`src/rtl/debounce_parity_pkg.sv`:
```
// =============================================================================
// debounce_parity_pkg : board timing constants and sizing helper
// Rev 1.0 : initial release
// =============================================================================
`default_nettype none

package debounce_parity_pkg;

  localparam int clk_hz_lp          = 12_000_000;
  localparam int debounce_ms_lp     = 1;
  localparam int debounce_cycles_lp = clk_hz_lp / 1000 * debounce_ms_lp;
  localparam int sync_stages_lp     = 2;

  // Counter must hold values up to debounce_cycles-1 without wrapping.
  function automatic int cnt_width_f(input int cycles);
    return (cycles < 1) ? 1 : $clog2(cycles + 1);
  endfunction

endpackage

`default_nettype wire

```
`src/rtl/sync_debounce.sv`:
```
// =============================================================================
// sync_debounce : one channel -- synchroniser, stability counter, press/release
// Rev 1.0 : initial release (release pulse under DEBOUNCE_PARITY_RELEASE_EN)
// =============================================================================
`default_nettype none

module sync_debounce
  import debounce_parity_pkg::*;
#(
  parameter int sync_stages_p     = sync_stages_lp,
  parameter int debounce_cycles_p = debounce_cycles_lp
) (
  input  logic clk_i,
  input  logic reset_i,
  input  logic btn_async_unsafe_i,
  output logic btn_o,
  output logic btn_next_o,
  output logic press_o
`ifdef DEBOUNCE_PARITY_RELEASE_EN
  ,
  output logic release_o
`endif
);

  localparam int stages_lp = (sync_stages_p < sync_stages_lp) ? sync_stages_lp : sync_stages_p;
  localparam int cnt_w_lp  = cnt_width_f(debounce_cycles_p);
  localparam logic [cnt_w_lp-1:0] cnt_max_lp = cnt_w_lp'(debounce_cycles_p - 1);
  localparam logic [cnt_w_lp-1:0] cnt_one_lp = cnt_w_lp'(1);

  logic [stages_lp-1:0] sync_q, sync_d;
  logic [cnt_w_lp-1:0]  cnt_q, cnt_d;
  logic                 d_q, d_d;
  logic                 press_q, press_d;
  logic                 sync_s;
`ifdef DEBOUNCE_PARITY_RELEASE_EN
  logic                 release_q, release_d;
`endif

  always_comb begin
    sync_d  = {sync_q[stages_lp-2:0], btn_async_unsafe_i};
    sync_s  = sync_q[stages_lp-1];
    cnt_d   = '0;
    d_d     = d_q;
    // Any sample equal to the accepted level discards the partial count.
    if (sync_s != d_q) begin
      if (cnt_q == cnt_max_lp) begin
        d_d = sync_s;
      end else begin
        cnt_d = cnt_q + cnt_one_lp;
      end
    end
    press_d = d_d & ~d_q;
`ifdef DEBOUNCE_PARITY_RELEASE_EN
    release_d = ~d_d & d_q;
`endif
  end

  always_ff @(posedge clk_i or posedge reset_i) begin
    if (reset_i) begin
      sync_q    <= '0;
      cnt_q     <= '0;
      d_q       <= 1'b0;
      press_q   <= 1'b0;
`ifdef DEBOUNCE_PARITY_RELEASE_EN
      release_q <= 1'b0;
`endif
    end else begin
      sync_q    <= sync_d;
      cnt_q     <= cnt_d;
      d_q       <= d_d;
      press_q   <= press_d;
`ifdef DEBOUNCE_PARITY_RELEASE_EN
      release_q <= release_d;
`endif
    end
  end

  assign btn_o      = d_q;
  assign btn_next_o = d_d;
  assign press_o    = press_q;
`ifdef DEBOUNCE_PARITY_RELEASE_EN
  assign release_o  = release_q;
`endif

endmodule

`default_nettype wire

```
`src/rtl/debounce_parity.sv`:
```
// =============================================================================
// debounce_parity : width_p debounced buttons with press pulses and parity
// Rev 1.0 : initial release; DEBOUNCE_PARITY_RELEASE_EN adds release_o
// =============================================================================
`default_nettype none

module debounce_parity
  import debounce_parity_pkg::*;
#(
  parameter int width_p           = 3,
  parameter int sync_stages_p     = sync_stages_lp,
  parameter int debounce_cycles_p = debounce_cycles_lp
) (
  input  logic               clk_i,
  input  logic               reset_i,
  input  logic [width_p-1:0] btn_async_unsafe_i,
  output logic [width_p-1:0] btn_o,
  output logic [width_p-1:0] press_o,
`ifdef DEBOUNCE_PARITY_RELEASE_EN
  output logic [width_p-1:0] release_o,
`endif
  output logic               parity_o
);

  logic [width_p-1:0] btn_next;
  logic               parity_q, parity_d;

  generate
    for (genvar i = 0; i < width_p; i++) begin : g_chan
      sync_debounce #(
        .sync_stages_p     (sync_stages_p),
        .debounce_cycles_p (debounce_cycles_p)
      ) u_sync_debounce (
        .clk_i              (clk_i),
        .reset_i            (reset_i),
        .btn_async_unsafe_i (btn_async_unsafe_i[i]),
        .btn_o              (btn_o[i]),
        .btn_next_o         (btn_next[i]),
        .press_o            (press_o[i])
`ifdef DEBOUNCE_PARITY_RELEASE_EN
        ,
        .release_o          (release_o[i])
`endif
      );
    end
  endgenerate

  // Parity is taken from the next debounced levels so it lands with btn_o.
  always_comb begin
    parity_d = ^btn_next;
  end

  always_ff @(posedge clk_i or posedge reset_i) begin
    if (reset_i) begin
      parity_q <= 1'b0;
    end else begin
      parity_q <= parity_d;
    end
  end

  assign parity_o = parity_q;

endmodule

`default_nettype wire

```
`config.mk`:
```
export PLATFORM = sky130hd
export DESIGN_NAME = debounce_parity
export DESIGN_NICKNAME = d
export VERILOG_FILES = /design/src/rtl/debounce_parity_pkg.sv /design/src/rtl/sync_debounce.sv /design/src/rtl/debounce_parity.sv
export SDC_FILE = /design/constraint.sdc
export NUM_CORES = 1
export LEC_CHECK = 0
export ABC_AREA = 1
export BUFFER_PORTS_ARGS = -buffer_cell sky130_fd_sc_hd__buf_2
export CAP_MARGIN = 10
export CORE_ASPECT_RATIO = 1.4
export CORE_UTILIZATION = 30
export DETAILED_ROUTE_END_ITERATION = 10
export GPL_TIMING_DRIVEN = 1
export HOLD_SLACK_MARGIN = 0.02
export PLACE_DENSITY = 0.47
export SETUP_SLACK_MARGIN = 0.3
export SLEW_MARGIN = 20
export SYNTH_ARGS = -nofsm -noshare
export SYNTH_HDL_FRONTEND = slang
export SYNTH_SLANG_ARGS = --single-unit
```
`constraint.sdc`:
```
create_clock -name clk_i -period 3.8 [get_ports clk_i]
set_input_delay 0.76 -clock clk_i [delete_from_list [all_inputs] [get_ports clk_i]]
set_output_delay 0.76 -clock clk_i [all_outputs]
set_load 0.01 [all_outputs]
```
# Yosys cells after proc, flatten, opt, wreduce, memory -nomap -nowiden
# Cells that the tools add are included.
dict set report totals {
  output_inout_bits 7
  regBits 55
  elab_cells 41
  input_bits 5
}
dict set report classes {
  bitwise 6
  mux 12
  n_eq_ne 6
  n_addsub 3
  n_reduce_logical 1
}
# op count
set ops {}
lappend ops {{2-to-1 mux 14 bit} 6}
lappend ops {{adder 14 x 1 -> 14 bit, second input constant} 3}
lappend ops {{equality test 14 bit, second input constant} 3}
lappend ops {{2-to-1 mux 1 bit} 6}
lappend ops {{bitwise AND 1 bit} 3}
lappend ops {{inequality test 1 bit} 3}
lappend ops {{inverter 1 bit} 3}
lappend ops {{parity 3 bit} 1}

# Longest topological paths before layout
dict set report logic_depth {
  word_depth 4
  ltp_mapped 9
  depth_no_buf 9
}

# Cells and area by module
# Synthesis repeated with hierarchy kept, for this count alone.
dict set report unflattened {
  hier_cells 344
  area_unflattened_um2 2845.2
}
# module seq_area_each_um2 instances area_each_um2 cells_per_inst
set by_module_without_submodules {}
lappend by_module_without_submodules {sync_debounce 450.4 3 927.1 111}
lappend by_module_without_submodules {debounce_parity 25.0 1 63.8 11}

# Worst setup path after synthesis
# No wires, ideal clock.
dict set report synth_path {
  path_type {register to register}
  start {register g_chan[1].u_sync_debounce.cnt_q[0]}
  end {register g_chan[1].u_sync_debounce.cnt_q[5]}
  path_slack_ns 2.487
  setup_ns 0.131
  synth_period_minus_slack_ns 1.313
  path_buffers 1
  stages_incl_launch_ff 8
  arrival_time_ns 1.183
  required_ns 3.669
  path_cell_list {dfrtp_1 -> ha_1 -> nand3_2 -> nor2_2 -> nand3_1 -> nand2_1 -> buf_4 -> nor3_1}
}
dict set report synth_between {
  elab_chain_len 3
  word_cells_on_any_way 4
  classes_between {add/sub: 1; eq/ne: 1; mux: 2}
}
# item line
set synth_lines {}
lappend synth_lines {{from (decl)} sync_debounce.sv:31} ;# logic [cnt_w_lp-1:0] cnt_q, cnt_d;
lappend synth_lines {{from (signal assigned)} sync_debounce.sv:69} ;# cnt_q <= cnt_d;
lappend synth_lines {{adder 14 x 1 -> 14 bit or equality test 14 bit (tied branches)} {sync_debounce.sv:49, sync_debounce.sv:46}}
lappend synth_lines {{2-to-1 mux 14 bit *} sync_debounce.sv:46} ;# if (cnt_q == cnt_max_lp) begin
lappend synth_lines {{2-to-1 mux 14 bit *} sync_debounce.sv:45} ;# if (sync_s != d_q) begin
lappend synth_lines {{named net g_chan[1].u_sync_debounce.cnt_d[5]} sync_debounce.sv:31}
# The timed path passes the listed nets; every way through them passes the cells marked *.

# Worst setup path in the final report
dict set report layout_path {
  start {register g_chan[1].u_sync_debounce.cnt_q[0]}
  end {register g_chan[1].u_sync_debounce.cnt_q[11]}
}
# Same word-level chain as after synthesis.

==> tab_implementation.tex <==
\begin{tabular}{lr}
\hline
Metric & Value \\
\hline
\multicolumn{2}{l}{\textbf{Run status}} \\
Result of the run & finished, final reports clean \\
\multicolumn{2}{l}{\textbf{Critical path}} \\
Arr. time, crit path & 1.87 ns \\
Required time worst endpoint & 3.99 ns \\
Capturing point of the worst reg2reg path & g\_chan[1].u\_sync\_debounce.cnt\_q[11] \\
Critical path capture point type & flop \\
Reg2reg setup slack & 2.11 ns \\
Worst reg2reg startpoint & g\_chan[1].u\_sync\_debounce.cnt\_q[0] \\
FF-to-FF path depth & 7 \\
Kind of launch point of the worst setup path & flop \\
Type of the setup path with the least slack & reg -> reg \\
Max FO, Critical Path & 12 \\
\multicolumn{2}{l}{\textbf{Logic synthesis}} \\
Synth Register Bits & 55 \\
Share of synthesized registers carrying an async set or reset & 100\% \\
Post-synthesis net count & 366 \\
Cell Area, Synth & 2980 um\^{}2 \\
Number of enable flip-flop cells after synthesis & 0 \\
Post-synthesis instance total & 355 \\
Post-synthesis average cell area & 8.39 um\^{}2 \\
Number of library cell types mapped by synthesis & 28 \\
Most common flop cell mapped by yosys & dfrtp\_1 \\
Count of warnings emitted by yosys & 0 \\
Fraction of the yosys area taken by sequential cells & 46.2\% \\
\multicolumn{2}{l}{\textbf{Place}} \\
Placed insts & 490 \\
Detailed placer's ending HPWL & 4550 um \\
Routability congestion estimate & 0.831 \\
Port-buffer cells & 11 \\
Dpl ws & 2.04 ns \\
\multicolumn{2}{l}{\textbf{STA}} \\
Setup TNS after final layout & 0 ns \\
Max-slew violation count & 0 \\
Maximum frequency from static timing analysis & 0.593 GHz \\
Clock period minus final worst setup slack & 1.69 ns \\
Share of the clock period used by the worst path after layout & 44.4\% \\
Final Skew & 0.00571 ns \\
Normalized max-slew margin & 53.5\% \\
Setup violators final & 0 \\
Worst-Margin Slew & 0.696 ns \\
RSZ-0062 raised after global routing & no \\
Fin. Hold Viols & 0 \\
Final WS setup & 2.11 ns \\
\multicolumn{2}{l}{\textbf{Die}} \\
Starting utilization of the core area & 31.1\% \\
Standard-cell row count & 42 \\
Number of ports placed on the die boundary & 12 \\
Die height & 120 um \\
Die X & 86.2 um \\
Standard cell core area & 9560 um\^{}2 \\
Die area & 10300 um\^{}2 \\
\multicolumn{2}{l}{\textbf{Flow run}} \\
Number of maximum-capacitance violations & 0 \\
\multicolumn{2}{l}{\textbf{Detailed routing}} \\
Number of remaining DRC errors & 0 \\
Drt via density & 4.42 \\
Post-Route WL & 5980 um \\
First DRT Iteration DRCs & 63 \\
Routed len/inst & 12.0 um \\
Routed via count & 2203 \\
Number of antenna-violating nets in the routed design & 0 \\
Pre-antenna DRT Iters & 4 \\
\multicolumn{2}{l}{\textbf{Clock network}} \\
Insertion delay to the later sink of the worst-skew pair & 0.30 ns \\
Clock tree buffer depth & 2 \\
Buffers inserted during post-CTS setup optimization & 0 \\
Post-cts repair resize count & 0 \\
H-tree depth & 2 \\
CTS Sinks & 55 \\
Number of buffers added by the clock tree synthesis step & 5 \\
Post-CTS clock slew at the launch and capture registers of the worst setup and hold paths & 0.07 ns \\
Clk Tree Root Cell & clkbuf\_16 \\
Number of buffers added to fix hold violations after cts & 0 \\
TritonCTS clock tree & done \\
\multicolumn{2}{l}{\textbf{Global route}} \\
Total track usage & 12.9\% \\
Maximum number of pins on one net before global-route repair & 34 \\
Number of global-route vias before repair & 2229 \\
Total global routing overflow & 0 \\
First-pass GRT wire length & 10400 um \\
Antenna violations before repair & 0 \\
\multicolumn{2}{l}{\textbf{Worst hold path}} \\
Path category of the worst min-delay check & reg -> reg \\
Worst min-delay path startpoint & g\_chan[2].u\_sync\_debounce.sync\_q[0] \\
Endpoint with the worst hold slack & g\_chan[2].u\_sync\_debounce.sync\_q[1] \\
Worst hold path depth & 0 \\
\multicolumn{2}{l}{\textbf{Power}} \\
Worst supply voltage drop on vdd & 0.171 mV \\
Total power per unit cell area & 356 nW/um\^{}2 \\
Total power draw & 1170 uW \\
Lkg Pwr & 0.00140 uW \\
\multicolumn{2}{l}{\textbf{Layout}} \\
Most used cells in the layout excluding fill and tap cells & nand2\_1, dfrtp\_1, nor2\_1 \\
Count of antenna diodes in the layout & 0 \\
Count of placed standard cells in the final layout, fillers left out & 498 \\
Layout net count & 376 \\
Reg area & 1380 um\^{}2 \\
Ratio of cells with drive above 1 in the final layout & 16.1\% \\
Filler cell count in the final layout & 1013 \\
Leading cell type in the layout, fill and taps excluded & nand2\_1 \\
Area Growth Syn to Fin & 10.9\% \\
Multi-input gate area & 1350 um\^{}2 \\
\hline
\end{tabular}
[sequential cells by signal, summed over array words and instances (netlist names)]
name	flops
g_chan.u_sync_debounce.btn_o	3
g_chan.u_sync_debounce.sync_q	6
parity_o	1
g_chan.u_sync_debounce.cnt_q	42
g_chan.u_sync_debounce.press_o	3
[cells in the mapped netlist, types with 4 or more instances]
| cell type | n | area [um^2] |
|---|---|---|
| nand2_2 | 7 | 43.8 |
| xnor2_1 | 5 | 43.8 |
| nand3_2 | 7 | 70.1 |
| a21oi_1 | 12 | 60.1 |
| inv_1 | 48 | 180 |
| nand3_1 | 20 | 100 |
| nor3_2 | 7 | 70.1 |
| buf_4 | 8 | 60.1 |
| nand2_1 | 63 | 236 |
| ha_1 | 6 | 75.1 |
| nor3_1 | 21 | 105 |
| nor2_4 | 6 | 67.6 |
| nor2_1 | 50 | 188 |
| nor2_2 | 5 | 31.3 |
| nand4_1 | 7 | 43.8 |
| xor2_1 | 9 | 78.8 |
| dfrtp_1 | 55 | 1380 |
| o21ai_0 | 4 | 20.0 |
[where the power goes]
group | switching [uW] | internal, uW
Combinational | 29.8 | 13.3
Sequential | 11.6 | 596
Clock | 213 | 311
[layout make-up]
cell class	instances	area share (%)
sequential	55	41.7
multi-input combinational	242	40.8
inverter	49	5.57
tap	132	5.00
clock buffer	5	3.79
timing repair buffer	12	1.89
clock inverter	3	1.33
[worst max path at each step]
stage                                       start                             endpoint  depth (start not counted)
2_1_floorplan                             reset_i      g_chan[0].u_sync_debounce.btn_o                          1
3_3_place_gp                              reset_i  g_chan[1].u_sync_debounce.cnt_q[13]                          3
3_5_place_dp                              reset_i  g_chan[1].u_sync_debounce.cnt_q[13]                          3
4_1_cts        g_chan[1].u_sync_debounce.cnt_q[0]  g_chan[1].u_sync_debounce.cnt_q[11]                          7
5_1_grt        g_chan[1].u_sync_debounce.cnt_q[0]  g_chan[1].u_sync_debounce.cnt_q[11]                          7
6_report       g_chan[1].u_sync_debounce.cnt_q[0]  g_chan[1].u_sync_debounce.cnt_q[11]                          7
[layer usage]
layer / GRT usage (%) / vias up / wire length, um
li1: - / 1141 / -
met1: 15.3 / 1035 / 2590
met2: 22.6 / 18 / 3150
met3: 2.54 / 9 / 130
met4: 5.00 / 0 / 111
met5: 0 / - / 0
[logic make-up (layout without fill, tap and decap cells)]
family,after synthesis,count (layout),share of synthesized area [%]
xor+xnor,14,14,4.12
simple gates,200,200,34.0
flops,55,55,46.2
fa+ha+maj,6,6,2.52
compound gates,22,22,4.54
buf+inv,58,69,8.57
[through the flow]
step | hold slack (ns) | util [%] | cell area [um^2]
global route | 0.371 | 34.5 | 3300
detailed placement | 0.346 | 32.8 | 3130
finish | 0.361 | 34.5 | 3300
global placement | 0.332 | 32.8 | 3130
CTS | 0.363 | 34.5 | 3300
floorplan | 0.331 | - | 2980
[critical path, cell delays in order (launching register included)]
cell	delay (ns)
dfrtp_1	0.41
ha_1	0.19
nand3_2	0.12
nor2_2	0.15
nand3_1	0.12
nand2_1	0.35
nor2_1	0.11
o21a_1	0.12
No activity file was read; power rests on OpenSTA's default activity.
